$ cat config.mk
export PLATFORM = sky130hd
export DESIGN_NAME = ds_box_scaler
export DESIGN_NICKNAME = d
export VERILOG_FILES = /design/src/rtl/ds_box_scaler.sv
export SDC_FILE = /design/constraint.sdc
export NUM_CORES = 1
export LEC_CHECK = 0
export CAP_MARGIN = 20
export CORE_UTILIZATION = 45
export DETAILED_ROUTE_END_ITERATION = 7
export GPL_TIMING_DRIVEN = 0
export SKIP_CTS_REPAIR_TIMING = 1
export SLEW_MARGIN = 20
export SYNTH_ARGS = -nofsm -noshare
export SYNTH_HDL_FRONTEND = slang
export SYNTH_SLANG_ARGS = --single-unit
$ cat constraint.sdc
create_clock -name clk -period 11.7 [get_ports clk]
set_input_delay 1.17 -clock clk [delete_from_list [all_inputs] [get_ports clk]]
set_output_delay 1.17 -clock clk [all_outputs]
set_load 0.02 [all_outputs]
$ cat src/rtl/ds_box_scaler.sv
// ds_box_scaler: exact N x N box-average downscaler for a raster pixel stream.
// Optional build macro DS_BOX_ROUND_EN: round half up before the final shift
// (default: plain truncation).
module ds_box_scaler #(
  parameter int unsigned DW    = 8,
  parameter int unsigned IMG_W = 256,
  parameter int unsigned SHIFT = 3,
  localparam int unsigned OUT_W = IMG_W >> SHIFT,
  localparam int unsigned XW    = (OUT_W > 1) ? $clog2(OUT_W) : 1
) (
  input  logic          clk,
  input  logic          rst_n,
  input  logic [DW-1:0] din,
  input  logic          din_valid,
  input  logic          sof,
  output logic [DW-1:0] dout,
  output logic          dout_valid,
  output logic [XW-1:0] dout_x
);

  localparam int unsigned N  = 1 << SHIFT;
  localparam int unsigned AW = DW + 2 * SHIFT;
  localparam int unsigned HW = DW + SHIFT;
  localparam int unsigned PW = (IMG_W > 1) ? $clog2(IMG_W) : 1;
`ifdef DS_BOX_ROUND_EN
  localparam logic [AW-1:0] ROUND = AW'(1) << (2 * SHIFT - 1);
`else
  localparam logic [AW-1:0] ROUND = '0;
`endif

  logic [PW-1:0]    r_px;
  logic [SHIFT-1:0] r_ry;
  logic [HW-1:0]    r_hacc;
  logic [AW-1:0]    r_lbuf [OUT_W];

  logic [PW-1:0]    w_px_eff;
  logic [SHIFT-1:0] w_ry_eff;
  logic [SHIFT-1:0] w_sub;
  logic [XW-1:0]    w_ox;
  logic             w_grp_start;
  logic             w_grp_end;
  logic             w_px_last;
  logic             w_ry_first;
  logic             w_ry_last;
  logic [HW-1:0]    w_sum;
  logic [AW-1:0]    w_acc;
  logic [AW-1:0]    w_total;

  // Position of the current pixel (sof forces block origin) and datapath sums
  always_comb begin
    w_px_eff    = sof ? '0 : r_px;
    w_ry_eff    = sof ? '0 : r_ry;
    w_sub       = w_px_eff[SHIFT-1:0];
    w_ox        = XW'(w_px_eff >> SHIFT);
    w_grp_start = (w_sub == '0);
    w_grp_end   = (w_sub == SHIFT'(N - 1));
    w_px_last   = (w_px_eff == PW'(IMG_W - 1));
    w_ry_first  = (w_ry_eff == '0);
    w_ry_last   = (w_ry_eff == SHIFT'(N - 1));
    w_sum       = r_hacc + HW'(din);
    w_acc       = r_lbuf[w_ox] + AW'(w_sum);
    w_total     = w_acc + ROUND;
  end

  // Column/row counters and horizontal group accumulator
  always_ff @(posedge clk or negedge rst_n) begin
    if (!rst_n) begin
      r_px   <= '0;
      r_ry   <= '0;
      r_hacc <= '0;
    end else if (din_valid) begin
      r_hacc <= w_grp_start ? HW'(din) : w_sum;
      if (w_px_last) begin
        r_px <= '0;
        r_ry <= w_ry_last ? '0 : w_ry_eff + SHIFT'(1);
      end else begin
        r_px <= w_px_eff + PW'(1);
        r_ry <= w_ry_eff;
      end
    end
  end

  // Line buffer of partial block sums; the last block row reads only
  always_ff @(posedge clk) begin
    if (din_valid && w_grp_end && !w_ry_last) begin
      r_lbuf[w_ox] <= w_ry_first ? AW'(w_sum) : w_acc;
    end
  end

  // Output register: one-cycle strobe at each completed block
  always_ff @(posedge clk or negedge rst_n) begin
    if (!rst_n) begin
      dout       <= '0;
      dout_valid <= 1'b0;
      dout_x     <= '0;
    end else begin
      dout_valid <= 1'b0;
      if (din_valid && w_grp_end && w_ry_last) begin
        dout       <= DW'(w_total >> (2 * SHIFT));
        dout_x     <= w_ox;
        dout_valid <= 1'b1;
      end
    end
  end

endmodule

Word-level counts from Yosys, hierarchy flattened
Memory sizes are Yosys's and may differ from the RTL's.
Cells that the tools add are included.
{ "totals": {"regBits": 36, "mem_bits_rw": 448, "input_bits": 12, "wordCells": 30, "memories": 1} }
{ "mem_list": {"columns": ["name", "depth", "word_bits", "rd", "rd_ports_with_merged_regs", "wr", "line_no", "text"], "rows": [
  ["r_lbuf", 32, 14, 1, 0, 1, "34", "logic [AW-1:0] r_lbuf [OUT_W];"]
]} }
{ "op_classes": {"addsub": 4, "n_eq_ne": 3, "n_mux": 10, "n_reduce_logical": 6} }
{ "op_table": {"columns": ["cell", "count"], "rows": [
  ["$mux W8", 2],
  ["$add A14 B11 Y14", 1],
  ["$mux W14", 1],
  ["$add A11 B8 Y11", 1],
  ["$mux W11", 1],
  ["$mux W3", 3],
  ["$add A8 B1 Y8 const B", 1],
  ["$eq A8 B8 Y1 const B", 1],
  ["$eq A3 B3 Y1 const B", 2],
  ["$logic_not A3 Y1", 2],
  ["$add A3 B1 Y3 const B", 1],
  ["$logic_and A1 B1 Y1", 3],
  ["$mux W1", 3],
  ["$logic_not A1 Y1", 1]
]} }

Logic depth before layout (Yosys ltp)
{ "depth": {"depth_word": 6, "ltp_mapped": 21, "mapped_depth_nobuf": 18} }

Worst setup path before layout
OpenSTA, ideal clock, no wires.
{ "synth_path": {"path_type": "in2reg", "from": "in sof", "to": "mem r_lbuf[0][12] in the netlist's numbering, data pin", "setup_time_ns": 0.445, "arrival_ns": 6.054, "t_required_ns": 11.255, "setup_slack_ns": 5.201, "path_stages": 21, "n_path_buf": 5, "cell_sequence": "buf_4 > buf_4 > buf_2 > a21oi_1 > buf_2 > buf_1 > o22ai_1 > o21ai_0 > o21ai_0 > nor4_1 > ha_1 > inv_1 > fa_1 > nor2b_1 > o21ai_0 > a21boi_0 > o31a_1 > o31a_1 > a31oi_1 > o21a_1 > nor3_1"} }
{ "synth_between": {"elab_chain_cells": 4, "elab_cells_between_ends": 6} }
{ "synth_rtl": {"columns": ["element", "line_no", "text"], "rows": [
  ["start: declaration", "15", "input logic sof,"],
  ["$mux W8", "51", "w_px_eff = sof ? '0 : r_px;"],
  ["$mem_v2 Z32 W14", null, null],
  ["$add A14 B11 Y14", "61", "w_acc = r_lbuf[w_ox] + AW'(w_sum);"],
  ["$mux W14 *", "86", "r_lbuf[w_ox] <= w_ry_first ? AW'(w_sum) : w_acc;"],
  ["end: declaration", "34", null]
]} }
Mark *: on every way between the ends. The rest lies on a longest branch, timed or not.

Worst setup path in the final report
{ "layout_path": {"from": "in sof", "to": "mem r_lbuf[14][12] in the netlist's numbering, data pin"} }
The elaborated chain is that of the path after synthesis.

==> impl_results.md <==
* Register bit count reported by yosys at 484
* CP top delay family: buffers and inverters
* Synth Area in XOR/XNOR at 0.491%
* Share of cells above drive strength 1 at around 14%
* First-pass GRT wire length at between 80 and 90 mm
* Fin crit period at 7920 ps
* Max IR drop VDD at roughly 130 uV
* Core area at 0.0431 mm^2
* CP Cell Sequence: clkdlybuf4s50_1 -> buf_4 -> buf_4 -> buf_2 -> a21oi_1 -> buf_2 -> buf_1 -> o22ai_1 -> o21ai_0 -> o21ai_0 -> nor4_1 -> ha_1 -> inv_1 -> fa_1 -> nor2b_1 -> o21ai_0 -> a21boi_0 -> o31a_1 -> o31a_1 -> a31oi_1 -> o21a_1 -> nor3_2 -> buf_4 -> buf_4
* Ys async rst share at 7.44%
* Vias in the first global route at 12,100
* MaxCap Viol Count at 0
* Flop pwr share at 46.9%
* DR DRC count at 0
* Synth Area in Compound Gates at 12.9%
* Row cnt at 76
* GRT Resource Usage Total at 25.7%
* Num ports at 26
* Layout Skew at approximately 21 ps
* Drt initial violations at 1,379
* Final core utilization at ~54%
* Switching Share at 27.2%
* Slew @ Worst Pin at around 1100 ps
* Post-Synth Simple-Gate Area at 6.80%
* YS warnings at 0
* Detail Placement HPWL at 37.1 mm
* Remaining global-route overflow at 0
* P_sw at between 1 and 1.5 mW
* Slew HR at 29.1%
* Max H-tree Level at 2
* CP dominant cell by count: buf_4
* RSZ-0062 raised after global routing: no
* Clock Sinks at slightly below 500
* Status: complete, no violations
* Post-synth top area share at about 69%
* Nets@finish at 1,485
* Post-Syn Instances at 1,333
* Largest family of logic cells by synthesized area: compound AO/OA/AOI/OAI gates
* Synth cell types at 70
* Top post-synthesis cells by area: edfxtp_1 (69%), o22ai_1 (6.0%), dfrtp_1 (4.6%)
* Count of flip-flops with a built-in enable after synthesis at between 400 and 500
* Place WS at about 3200 ps
* Synthesis-to-layout area growth at 17.4%
* RePlAce Congestion at 0.876
* # setup viols final at 0
* CP required at ~12,000 ps
* Cell with the most instances after synthesis: edfxtp_1
* Post-synthesis average cell area at between 10 and 15 um^2
* Pwr Density at 195 mW/mm^2
* CTS tree: done
* Fmax at 0.126 GHz
* Critical Path AT at 8330 ps
* Die W at 211 um
* Number of antenna violations at the first check in global routing at 0
* Pin count of the biggest net entering global routing at 33
* Diodes inserted at 0
* Inserted Clock Buffers at 49
* Non-filler cells, final at between 2,000 and 2,500
* Sequential area share after synthesis at between 70 and 80%
* Biggest fanout along the worst timing path at 16
* Synth area leader: edfxtp_1
* Clock share of power at 35.2%
* Routed WL at 56.6 mm
* Die height at 211 um
* DR vias at 12,500
* Number of port buffers at 24
* Tcrit/Tclk final at between 60% and 70%
* Top cells by count, synth: edfxtp_1 (448), o22ai_1 (187), nor2_1 (133)
* Synth Area in Adders at 1.80%
* Mux contribution to synthesized area at 2.68%
* Slowest stage delay, CP at 560 ps
* Setup TNS at 0 ps
* Crit. End Element: flip-flop
* Internal at about 3.3 mW
* Max-slew violations at 0
* DRT antenna net count at 0
* DR vias/cell at 6.06
* Fin. Hold Viols at 0
* First-pass DRT Iterations at 5
* CTS Root Cell: clkbuf_16
* Setup CP Type: in2reg
* DR WL/cell at ~27 um
* Total die area at 0.0445 mm^2
* Initial Util at 45.6%
* Clock transition at path regs at around 60 ps
* Syn nets at 1,372
* WP buf/inv at 9
* Hold Path Class: in2async
* Dpl cells at around 2,000
* Synth Flop Type: edfxtp_1
* Worst Setup Slack, final at 3780 ps
* Synthesized cell area at 0.0196 mm^2
* Worst-skew pair later-pin latency at 590 ps
* Clock buffer depth at 3
* Hold_ws at 450 ps
* CP startpoint kind: input port
* LEAKAGE at roughly 7.5 nW
* Combinational Power Share at 18.0%
* CP max stage cell: nor4_1
kinds of logic after synthesis:
group,Yosys count
flops,484
fa+ha+maj,27
compound gates,380
mux,40
xor+xnor,11
simple gates,291
buf+inv,100
placed cells by master, fill, tap and decap left out, drive strengths merged, types with 9 or more instances in the layout:
cell	count
o21a	12
clkdlybuf4s50	23
nor2	133
dfrtp	36
nor3	11
or2	10
a211o	10
o21ai	45
a21oi	36
nand2	76
clkbuf	107
ha	25
nor4	12
mux4	9
a211oi	18
a221oi	14
edfxtp	448
a31oi	9
buf	74
clkinv	15
mux2i	27
inv	25
nand2b	13
o22ai	187
worst reg2reg max path, cell delays in order (launching register included):
cell	delay, ps
dfrtp_1	480
inv_1	250
clkbuf_1	360
a21oi_1	590
buf_2	510
buf_1	520
o22ai_1	170
o21ai_0	230
o21ai_0	230
nor4_1	560
ha_1	260
inv_1	60
fa_1	460
nor2b_1	120
o21ai_0	110
a21boi_0	530
o31a_1	250
o31a_1	210
a31oi_1	170
o21a_1	240
nor3_2	330
buf_4	290
buf_4	250
through the flow:
step | area (um^2) | power, mW
floorplan | 19600 | 2.59
global placement | 20600 | 2.82
detailed placement | 21400 | 2.95
CTS | 23000 | 4.51
global route | 23100 | 4.65
finish | 23100 | 4.51
area by class of cell:
cell class,instances,area [um^2]
fillers,3503,20000
clock inverters,26,280
repair buffers,62,813
flip-flops and latches,484,14400
clock buffers,63,1330
inverters,21,78.8
multi-input cells,749,5100
plain buffers,79,363
well taps,585,732
per-layer routing:
| metal | vias up | routed length (um) | GRT usage (%) |
|---|---|---|---|
| met3 | 123 | 5220 | 6.29 |
| met5 | - | 0 | 0 |
| met1 | 6285 | 23300 | 35.0 |
| li1 | 5522 | - | - |
| met2 | 598 | 26000 | 39.8 |
| met4 | 0 | 2050 | 9.92 |
registers in the layout, summed over array words and instances (netlist names):
name and cells:
dout_x 5, r_ry 3, dout 8, r_px 8, dout_valid 1, r_hacc 11, r_lbuf 448
power groups by stage:
stage | combinational, mW | clock [mW] | sequential (mW)
global placement | 0.647 | 0 | 2.17
global route | 0.875 | 1.66 | 2.11
floorplan | 0.435 | 0 | 2.15
detailed placement | 0.795 | 0 | 2.15
CTS | 0.797 | 1.60 | 2.12
finish | 0.809 | 1.58 | 2.11
path summary, 6_finish.rpt:
path                                 from             end  slack (ps)  cells past startpoint
worst max-delay path                  sof  r_lbuf[14][12]        3780                     24
worst min-delay path                rst_n         r_px[1]         450                      1
worst max register to register    r_px[3]  r_lbuf[14][12]        4350                     22
worst min register to register  dout_x[3]       dout_x[3]         480                      2
max in group asynchronous           rst_n         dout[1]       10820                      2
min in group clk                dout_x[3]       dout_x[3]         480                      2
Note: power is estimated with default switching activity, not from simulation.
